--- config.mk ---
export PLATFORM = sky130hd
export DESIGN_NAME = vga_capture_monitor
export DESIGN_NICKNAME = d
export VERILOG_FILES = /design/src/rtl/vga_capture_monitor_pkg.sv /design/src/rtl/vga_capture_monitor_sync_edge.sv /design/src/rtl/vga_capture_monitor.sv
export SDC_FILE = /design/constraint.sdc
export NUM_CORES = 1
export LEC_CHECK = 0
export CORE_UTILIZATION = 55
export DETAILED_ROUTE_END_ITERATION = 12
export GPL_ROUTABILITY_DRIVEN = 0
export PLACE_DENSITY_LB_ADDON = 0.15
export SLEW_MARGIN = 0
export SYNTH_ARGS = -nofsm -noshare
export SYNTH_HDL_FRONTEND = slang
export SYNTH_SLANG_ARGS = --single-unit
--- constraint.sdc ---
create_clock -name clk -period 4.26 [get_ports clk]
set_input_delay 1.065 -clock clk [delete_from_list [all_inputs] [get_ports clk]]
set_output_delay 1.065 -clock clk [all_outputs]
set_load 0.05 [all_outputs]
--- src/rtl/vga_capture_monitor_pkg.sv ---
// Shared constants, FSM state type and MISR/counter helpers for the VGA capture monitor.
package vga_capture_monitor_pkg;

    localparam int         DEF_H_DISPLAY   = 256;
    localparam int         DEF_H_BACK      = 23;
    localparam int         DEF_V_DISPLAY   = 240;
    localparam int         DEF_V_TOP       = 5;
    localparam logic       DEF_SYNC_ACTIVE = 1'b0;

    localparam logic [15:0] MISR_POLY = 16'h1021;
    localparam logic [15:0] MISR_SEED = 16'hFFFF;
    localparam logic [9:0]  CNT_MAX   = 10'd1023;

    typedef enum logic [1:0] {
        ST_SEEK    = 2'd0,
        ST_MEASURE = 2'd1,
        ST_LOCKED  = 2'd2
    } cap_state_e;

    function automatic logic [15:0] misr_step(input logic [15:0] sig, input logic [2:0] pix);
        return (sig << 1) ^ (sig[15] ? MISR_POLY : 16'h0000) ^ {13'b0, pix};
    endfunction

    function automatic logic [9:0] sat_inc(input logic [9:0] v);
        return (v == CNT_MAX) ? v : v + 10'd1;
    endfunction

endpackage

--- src/rtl/vga_capture_monitor_sync_edge.sv ---
// One sync line: input register plus lead (becomes active) / trail (becomes inactive) detector.
module vga_sync_edge
    import vga_capture_monitor_pkg::*;
#(
    parameter logic ACTIVE = DEF_SYNC_ACTIVE
) (
    input  logic clk,
    input  logic rst_n,
    input  logic i_sync,
    output logic o_lead,
    output logic o_trail
);
    logic r_sync_q;
    logic r_active_d;
    logic w_active;

    assign w_active = (r_sync_q == ACTIVE);
    assign o_lead   = w_active & ~r_active_d;
    assign o_trail  = ~w_active & r_active_d;

    // Reset to the inactive level so release never fakes an edge.
    always_ff @(posedge clk or negedge rst_n) begin
        if (!rst_n) begin
            r_sync_q   <= ~ACTIVE;
            r_active_d <= 1'b0;
        end else begin
            r_sync_q   <= i_sync;
            r_active_d <= w_active;
        end
    end

endmodule

--- src/rtl/vga_capture_monitor.sv ---
// VGA receive-side monitor: recovers timing, tracks lock, regenerates coordinates, signs each frame.
module vga_capture_monitor
    import vga_capture_monitor_pkg::*;
#(
    parameter int   H_DISPLAY   = DEF_H_DISPLAY,
    parameter int   H_BACK      = DEF_H_BACK,
    parameter int   V_DISPLAY   = DEF_V_DISPLAY,
    parameter int   V_TOP       = DEF_V_TOP,
    parameter logic SYNC_ACTIVE = DEF_SYNC_ACTIVE
) (
    input  logic        clk,
    input  logic        reset,
    input  logic        hsync,
    input  logic        vsync,
    input  logic [2:0]  rgb,
    output logic        locked,
    output logic        pix_valid,
    output logic [9:0]  pix_x,
    output logic [9:0]  pix_y,
    output logic [2:0]  pix_rgb,
    output logic        frame_done,
    output logic [15:0] frame_sig,
    output logic [9:0]  h_total,
    output logic [9:0]  v_total,
    output logic [7:0]  err_count
);
    localparam logic [9:0] H_START = 10'(H_BACK);
    localparam logic [9:0] H_END   = 10'(H_BACK + H_DISPLAY);
    localparam logic [9:0] V_START = 10'(V_TOP);
    localparam logic [9:0] V_END   = 10'(V_TOP + V_DISPLAY);

    logic w_hs_lead, w_hs_trail, w_vs_lead, w_vs_trail;

    vga_sync_edge #(.ACTIVE(SYNC_ACTIVE)) u_hs_edge (
        .clk(clk), .rst_n(reset), .i_sync(hsync), .o_lead(w_hs_lead), .o_trail(w_hs_trail)
    );
    vga_sync_edge #(.ACTIVE(SYNC_ACTIVE)) u_vs_edge (
        .clk(clk), .rst_n(reset), .i_sync(vsync), .o_lead(w_vs_lead), .o_trail(w_vs_trail)
    );

    logic [2:0]  r_rgb_q;
    logic [9:0]  r_hcnt, r_hper, r_vcnt, r_vper;
    logic        r_hper_ok, r_vper_ok, r_vclr_pend;
    cap_state_e  r_state;
    logic [9:0]  r_h_ref, r_v_ref;
    logic        r_href_ok;
    logic [15:0] r_sig;
    logic        r_locked, r_pix_valid, r_frame_done;
    logic [9:0]  r_pix_x, r_pix_y, r_h_total, r_v_total;
    logic [2:0]  r_pix_rgb;
    logic [15:0] r_frame_sig;
    logic [7:0]  r_err_count;

    logic [9:0] w_hcnt_nxt, w_vcnt_nxt, w_line_len, w_lines_in_frame;
    logic       w_vclr, w_active, w_line_chk, w_hsat, w_lock_bad;

    // The _nxt values line up with the pixel currently held in r_rgb_q.
    assign w_hcnt_nxt       = w_hs_trail ? 10'd0 : sat_inc(r_hcnt);
    assign w_vclr           = w_hs_lead && (r_vclr_pend || w_vs_trail);
    assign w_vcnt_nxt       = w_vclr ? 10'd0 : (w_hs_lead ? sat_inc(r_vcnt) : r_vcnt);
    assign w_line_len       = sat_inc(r_hper);
    assign w_lines_in_frame = w_hs_lead ? sat_inc(r_vper) : r_vper;
    assign w_active         = (w_hcnt_nxt >= H_START) && (w_hcnt_nxt < H_END) &&
                              (w_vcnt_nxt >= V_START) && (w_vcnt_nxt < V_END);
    assign w_line_chk       = w_hs_lead && r_hper_ok;
    assign w_hsat           = (r_hper == CNT_MAX) || (w_hs_lead && w_line_len == CNT_MAX);
    assign w_lock_bad       = (w_line_chk && w_line_len != r_h_ref) || w_hsat ||
                              (w_vs_lead && w_lines_in_frame != r_v_ref);

    always_ff @(posedge clk or negedge reset) begin
        if (!reset) begin
            r_rgb_q     <= 3'd0;
            r_hcnt      <= 10'd0;
            r_hper      <= 10'd0;
            r_vcnt      <= 10'd0;
            r_vper      <= 10'd0;
            r_hper_ok   <= 1'b0;
            r_vper_ok   <= 1'b0;
            r_vclr_pend <= 1'b0;
            r_pix_valid <= 1'b0;
            r_pix_x     <= 10'd0;
            r_pix_y     <= 10'd0;
            r_pix_rgb   <= 3'd0;
            r_sig       <= MISR_SEED;
        end else begin
            r_rgb_q     <= rgb;
            r_hcnt      <= w_hcnt_nxt;
            r_vcnt      <= w_vcnt_nxt;
            r_hper      <= w_hs_lead ? 10'd0 : w_line_len;
            r_vper      <= w_vs_lead ? 10'd0 : w_lines_in_frame;
            r_hper_ok   <= r_hper_ok | w_hs_lead;
            r_vper_ok   <= r_vper_ok | w_vs_lead;
            r_vclr_pend <= w_hs_lead ? 1'b0 : (r_vclr_pend | w_vs_trail);
            r_pix_valid <= r_locked && w_active;
            r_pix_rgb   <= r_rgb_q;
            if (w_active) begin
                r_pix_x <= w_hcnt_nxt - H_START;
                r_pix_y <= w_vcnt_nxt - V_START;
            end
            if (w_vs_trail)
                r_sig <= MISR_SEED;
            else if (r_pix_valid)
                r_sig <= misr_step(r_sig, r_pix_rgb);
        end
    end

    // Lock FSM; every output it drives is a register updated here.
    always_ff @(posedge clk or negedge reset) begin
        if (!reset) begin
            r_state      <= ST_SEEK;
            r_h_ref      <= 10'd0;
            r_v_ref      <= 10'd0;
            r_href_ok    <= 1'b0;
            r_locked     <= 1'b0;
            r_frame_done <= 1'b0;
            r_frame_sig  <= 16'd0;
            r_h_total    <= 10'd0;
            r_v_total    <= 10'd0;
            r_err_count  <= 8'd0;
        end else begin
            r_frame_done <= 1'b0;
            case (r_state)
                ST_SEEK: begin
                    r_locked  <= 1'b0;
                    r_h_ref   <= 10'd0;
                    r_v_ref   <= 10'd0;
                    r_href_ok <= 1'b0;
                    if (w_vs_trail)
                        r_state <= ST_MEASURE;
                end
                ST_MEASURE: begin
                    if (w_hsat || (w_line_chk && r_href_ok && w_line_len != r_h_ref)) begin
                        r_state <= ST_SEEK;
                    end else begin
                        if (w_line_chk && !r_href_ok) begin
                            r_h_ref   <= w_line_len;
                            r_href_ok <= 1'b1;
                        end
                        if (w_vs_lead) begin
                            if (!r_vper_ok || !r_href_ok || w_lines_in_frame == CNT_MAX) begin
                                r_state <= ST_SEEK;
                            end else begin
                                r_v_ref   <= w_lines_in_frame;
                                r_h_total <= r_h_ref;
                                r_v_total <= w_lines_in_frame;
                            end
                        end else if (w_vs_trail) begin
                            r_state  <= ST_LOCKED;
                            r_locked <= 1'b1;
                        end
                    end
                end
                ST_LOCKED: begin
                    if (w_lock_bad) begin
                        r_state  <= ST_SEEK;
                        r_locked <= 1'b0;
                        if (r_err_count != 8'hFF)
                            r_err_count <= r_err_count + 8'd1;
                    end else if (w_vs_lead) begin
                        r_frame_sig  <= r_sig;
                        r_frame_done <= 1'b1;
                    end
                end
                default: r_state <= ST_SEEK;
            endcase
        end
    end

    assign locked     = r_locked;
    assign pix_valid  = r_pix_valid;
    assign pix_x      = r_pix_x;
    assign pix_y      = r_pix_y;
    assign pix_rgb    = r_pix_rgb;
    assign frame_done = r_frame_done;
    assign frame_sig  = r_frame_sig;
    assign h_total    = r_h_total;
    assign v_total    = r_v_total;
    assign err_count  = r_err_count;

endmodule

**Word-level counts from Yosys, hierarchy flattened**

Index checks and enable logic that the tools add are counted.

- Bits in registers: 159
- Bits of input ports: 7
- Output and inout bits: 70
- Logic and storage cells: 146

- Add/subtract/negate cells: 7
- Magnitude comparators: 4
- Equality and inequality tests: 21
- Multiplexer cells: 39
- Bitwise operators: 16
- Reduce and logical (&&, ||, !) cells: 32

Operators with widths:

| cell | count |
|---|---|
| $mux W10 | 15 |
| $eq A10 B10 Y1 const B | 6 |
| $add A10 B1 Y10 const B | 4 |
| $pmux W10 S2 | 2 |
| $mux W16 | 2 |
| $ne A10 B10 Y1 | 2 |
| $ne A2 B2 Y1 const B | 8 |
| $xor A16 B13 Y16 | 1 |
| $xor A16 B3 Y16 | 1 |
| $mux W13 | 1 |
| $logic_and A1 B1 Y1 | 12 |
| $mux W2 | 6 |
| $reduce_and A4 Y1 | 3 |
| $ge A10 B3 Y1 const B | 1 |
| $ge A10 B5 Y1 const B | 1 |
| $lt A10 B8 Y1 const B | 1 |
| $lt A10 B9 Y1 const B | 1 |
| $mux W1 | 10 |
| $sub A10 B3 Y10 const B | 1 |
| $sub A10 B5 Y10 const B | 1 |
| $reduce_and A3 Y1 | 3 |
| $add A8 B1 Y8 const B | 1 |
| $ne A4 B4 Y1 const B | 2 |
| $ne A8 B8 Y1 const B | 1 |
| other kinds (14) | 33 |

**Depth between registers and ports, before layout**

- Word-level depth: 9
- Gate-level depth with buffers: 14
- Mapped depth without buffers: 12

**Modules after synthesis**

A second synthesis with hierarchy kept.

- Cell total of the unflattened synthesis: 768
- Area, all modules: 8151.6 µm²

Modules (own cells, without submodules):

| module | instances | cells each | area an instance (µm²) | seq. area each (µm²) |
|---|---|---|---|---|
| vga_capture_monitor | 1 | 758 | 8021.4 | 3898.7 |
| vga_sync_edge | 2 | 5 | 65.1 | 51.3 |

**Worst setup path after synthesis**

Ideal clock, no wire load.

- Path kind: register to register
- From: register r_vper[0]
- To: register r_frame_sig[10] (netlist: frame_sig[10])
- Library setup time: 0.127 ns
- Arrival time: 3.131 ns
- Data required time: 4.133 ns
- Path slack: 1.002 ns
- Cell stages (with the launch flop): 12
- Buffers on the path: 2
- Clock period less this slack: 3.258 ns
- Cell sequence: dfrtp_1 -> clkbuf_1 -> nand3_1 -> nor4_1 -> mux2i_1 -> xor2_1 -> nand3_1 -> o41ai_2 -> nand3_2 -> nor3_4 -> buf_6 -> mux2_1

- Word-level cells in the longest chain between the ends: 8
- Elaborated cells on any way between the ends: 9
- Classes of those cells: add/sub: 1; eq/ne: 2; mux: 2; bitwise: 1; reduce/logical: 3

RTL lines:

| what | line | source |
|---|---|---|
| start, declared | vga_capture_monitor.sv:42 | `logic [9:0] r_hcnt, r_hper, r_vcnt, r_vper;` |
| start signal, assigned | vga_capture_monitor.sv:90 | `r_vper <= w_vs_lead ? 10'd0 : w_lines_in_frame;` |
| $add A10 B1 Y10 or $eq A10 B10 Y1 (tied branches) | vga_capture_monitor_pkg.sv:25 | `return (v == CNT_MAX) ? v : v + 10'd1;` |
| $mux W10 | vga_capture_monitor_pkg.sv:25 |  |
| $mux W10 * | vga_capture_monitor.sv:62 | `assign w_lines_in_frame = w_hs_lead ? sat_inc(r_vper) : r_vper;` |
| $ne A10 B10 Y1 * | vga_capture_monitor.sv:68 | `(w_vs_lead && w_lines_in_frame != r_v_ref);` |
| $logic_and A1 B1 Y1 * | vga_capture_monitor.sv:68 |  |
| $logic_or A1 B1 Y1 * | vga_capture_monitor.sv:67 | `assign w_lock_bad = (w_line_chk && w_line_len != r_h_ref) \|\| w_hsat \|\|` |
| $not A1 Y1 (no line) * | - |  |
| $reduce_and A3 Y1 (no line) * | - |  |
| end signal, assigned | vga_capture_monitor.sv:160 | `r_frame_sig <= r_sig;` |
| end, declared | vga_capture_monitor.sv:51 | `logic [15:0] r_frame_sig;` |

Mark *: on every way between the ends. The rest lies on a longest branch, timed or not.
A chain may end at the register's enable or synchronous reset.

**Worst setup path after layout**

- From: register r_vper[0]
- To: register r_frame_sig[6] (netlist: frame_sig[6])

Same word-level chain as after synthesis.

==> results.md <==
* First-pass GRT wire length at around 29000 um
* HP Start: r_rgb_q[0]$_DFF_PN0_
* Total grt overflow at 0
* Worst vdd ir at about 0.29 mV
* All-Layer GR Usage at 24.92%
* Drt first-iter violations at between 400 and 500
* CP required at roughly 4.6 ns
* Clk root buf: clkbuf_16
* Non-filler cells, final at between 1000 and 1500
* Actual slew at the worst max-slew pin at ~0.88 ns
* CP Launch Type: flop
* Worst hold stages at 0
* Crit Path Category: flop to flop
* Power density cells at about 490 nW/um^2
* CP endpoint kind: flop
* Commonest non-fill, non-tap cells in the layout: dfrtp_1 (141), clkdlybuf4s50_1 (75), nor2_1 (57)
* Worst-path clk slew at about 0.06 ns
* Mean Syn Cell Area at 10.51 um^2
* Post-CTS sizing at 0
* Drc violations at 0
* Seq/Total Area, Yosys at between 50% and 60%
* Final setup vio count at 0
* Syn Std Cell Area at 7935 um^2
* Num CTS Buffers at 17
* Clock skew at between 0.01 and 0.015 ns
* Worst skew pair latency at between 0.4 and 0.5 ns
* Commonest non-fill, non-tap cell in the layout: dfrtp_1
* Vias in the first global route at a little under 6000
* DRT Wirelength at 16990 um
* Multi-input gate area at between 3000 and 4000 um^2
* Vias post-DR at about 6000
* Clk buf depth at 2
* Max Freq at 0.2593 GHz
* Worst-path cell chain: ha_1 -> nand3_1 -> a211oi_1 -> mux2_2 -> o221ai_1 -> or3_1 -> o41ai_2 -> nand3_2 -> nor3_4 -> buf_4 -> mux2_1
* CP Buf/Inv Count at 1
* R2r worst-path depth at 11
* Critical R2R Launch: r_vper[0]$_DFF_PN0_
* Post-Synthesis Cells at approximately 760
* Final Hold Fails at 0
* Tmin final at between 3 and 4 ns
* Post-synthesis to final-layout area growth at 18.87%
* Number of buffers added on ports at between 70 and 80
* I/O pins at 77
* Chip width at about 120 um
* Die height at 122.1 um
* Largest net degree at the start of global routing at about 80
* Ant diodes at 0
* Total Power at approximately 4600 uW
* Sequential Area at ~4000 um^2
* Outcome: finished clean
* CTS tree: built
* Crit share post-route at around nine tenths
* Post-synth EDFFs at 0
* Final nets at 843
* H-tree Lvls at 4
* Inst Count DP at approximately 990
* Initial antenna violation count at 0
* Slowest library cell on the worst path: dfrtp_1
* Standard-cell rows at 43
* Final TNS setup at 0 ns
* Initial Utilization at 56.73%
* Post-synthesis async set-or-reset flop share at 100.0%
* Number of synthesized register bits at between 150 and 200
* CP max stage delay at between 0.5 and 0.6 ns
* Wire length per cell at approximately 17 um
* Lkg Pwr at ~0.0040 uW
* Number of vias per cell at just under 6
* # hold bufs at CTS at 0
* Ratio of cells with drive above 1 in the final layout at 14.66%
* ANT nets after route at 0
* Hold Path End: pix_rgb[0]$_DFF_PN0_
* Hold Path Class: flop to flop
* Distinct cells, synth at 68
* Max-Cap Viols at 0
* Post-CTS Setup Bufs at 0
* Main flop type after synthesis: dfrtp_1
* Slew Limit Headroom at slightly above 40%
* CP delay by family, top: simple AND/OR/NAND/NOR gates
* R2R setup slack at slightly above 0.4 ns
* Yosys warns at 0
* Die ar. at between 10000 and 15000 um^2
* Pins over their slew limit at 0
* Core area at 13990 um^2
* Critical path peak fanout at 16
* Syn nets at 772
* R2r endpoint: frame_sig[6]$_DFFE_PN0P_
* RSZ-0062 raised after global routing: false
* CTS Sinks at about 160
* CP arrival at roughly 4.2 ns
* DRT Pass-1 Iters at 5
* DP HPWL at 11740 um
* Fillers at 1075
[cells by family (layout without fill, tap and decap cells)]
kind of cell / after synthesis / in the layout / share of synthesized area, %
AO/OA/AOI/OAI: 143 / 143 / 12.20
flip-flops: 159 / 159 / 50.43
multiplexers: 61 / 61 / 8.578
XOR/XNOR: 53 / 53 / 5.850
AND/OR/NAND/NOR: 277 / 277 / 18.70
adder cells (fa/ha/maj): 10 / 10 / 1.577
buffers and inverters: 52 / 136 / 2.665
[cell type report]
type	count	share of cell area [%]
well taps	180	2.388
inverters	17	0.6765
flip-flops and latches	159	42.42
clock buffers	19	4.802
multi-input cells	544	39.55
repair buffers	87	9.086
clock inverters	13	1.074
[registers in the layout, summed over array words and instances (netlist names), 2 cells and up]
register,cells
r_v_ref,10
r_hcnt,10
v_total,10
pix_rgb,3
pix_x,10
pix_y,10
r_sig,16
h_total,10
r_h_ref,10
r_rgb_q,3
r_vcnt,10
r_state,2
err_count,8
frame_sig,16
r_hper,10
r_vper,10
[synth_stat cells, types with 4 or more instances]
master / count / share of area (%)
o211ai_1: 9 / 0.85
nor4_1: 8 / 0.63
clkbuf_1: 24 / 1.1
buf_2: 7 / 0.44
nand3_1: 28 / 1.8
and3_1: 8 / 0.63
dfrtp_1: 141 / 44
nor2b_1: 20 / 1.6
a21o_1: 5 / 0.47
nand2_1: 55 / 2.6
o2111ai_1: 6 / 0.66
nor3_1: 18 / 1.1
a31oi_1: 7 / 0.55
o2bb2ai_1: 10 / 1.1
mux2i_1: 14 / 1.8
or4_1: 5 / 0.47
or2_2: 12 / 0.95
nand4_1: 13 / 1.0
dfstp_2: 18 / 6.0
a211oi_1: 4 / 0.38
nor3b_1: 5 / 0.47
or3_1: 5 / 0.39
and2_1: 9 / 0.71
o21ai_0: 40 / 2.5
xor2_1: 23 / 2.5
nand3b_1: 5 / 0.47
o31ai_1: 4 / 0.38
a211o_1: 11 / 1.2
inv_1: 17 / 0.80
mux2_1: 10 / 1.4
xnor2_1: 30 / 3.3
nor2_1: 57 / 2.7
nand2b_1: 9 / 0.71
a21oi_1: 25 / 1.6
and4_1: 5 / 0.55
ha_1: 10 / 1.6
mux2_2: 36 / 5.1
[report_power, final]
part | switching [uW] | total, uW | leakage, uW | internal [uW]
Sequential | 176 | 1870 | 0.00206 | 1690
Combinational | 858 | 1340 | 0.00162 | 480
Clock | 625 | 1410 | 0.000275 | 785
Total | 1660 | 4620 | 0.00396 | 2960
[worst max path at each step]
stage / start / to / slack (ns) / cells past startpoint
4_1_cts: r_vper[0]$_DFF_PN0_ / frame_sig[6]$_DFFE_PN0P_ / 0.45 / 11
3_5_place_dp: r_vper[0]$_DFF_PN0_ / frame_sig[11]$_DFFE_PN0P_ / 0.49 / 11
5_1_grt: r_vper[0]$_DFF_PN0_ / frame_sig[11]$_DFFE_PN0P_ / 0.07 / 11
3_3_place_gp: r_vper[0]$_DFF_PN0_ / frame_sig[1]$_DFFE_PN0P_ / 0.61 / 11
6_report: r_vper[0]$_DFF_PN0_ / frame_sig[6]$_DFFE_PN0P_ / 0.40 / 11
2_1_floorplan: r_vper[0]$_DFF_PN0_ / frame_sig[10]$_DFFE_PN0P_ / 1.00 / 11
[stage by stage]
stage,util [%],instance area [um^2],hold WS (ns),setup slack (ns)
after global placement,63.47,8879,0.3317,0.6124
after global routing,67.43,9433,0.3611,0.07228
after detailed placement,63.47,8879,0.3379,0.4856
after CTS,67.43,9433,0.3532,0.4501
final,67.43,9433,0.3511,0.4037
after floorplan,-,7935,0.3312,1.002
[worst register-to-register path, stage by stage, from the launching register on]
cell	delay, ns
dfrtp_1	0.53
ha_1	0.27
nand3_1	0.39
a211oi_1	0.44
mux2_2	0.27
o221ai_1	0.12
or3_1	0.34
o41ai_2	0.36
nand3_2	0.19
nor3_4	0.19
buf_4	0.27
mux2_1	0.37
[routing by layer]
metal	global-route usage, %	up-vias	share of wire [%]
met3	4.728	41	4.3
met1	32.41	2964	43
li1	-	2860	-
met5	0	-	0
met2	40.36	180	50
met4	11.51	0	2.6
Note: power is estimated with default switching activity, not from simulation.
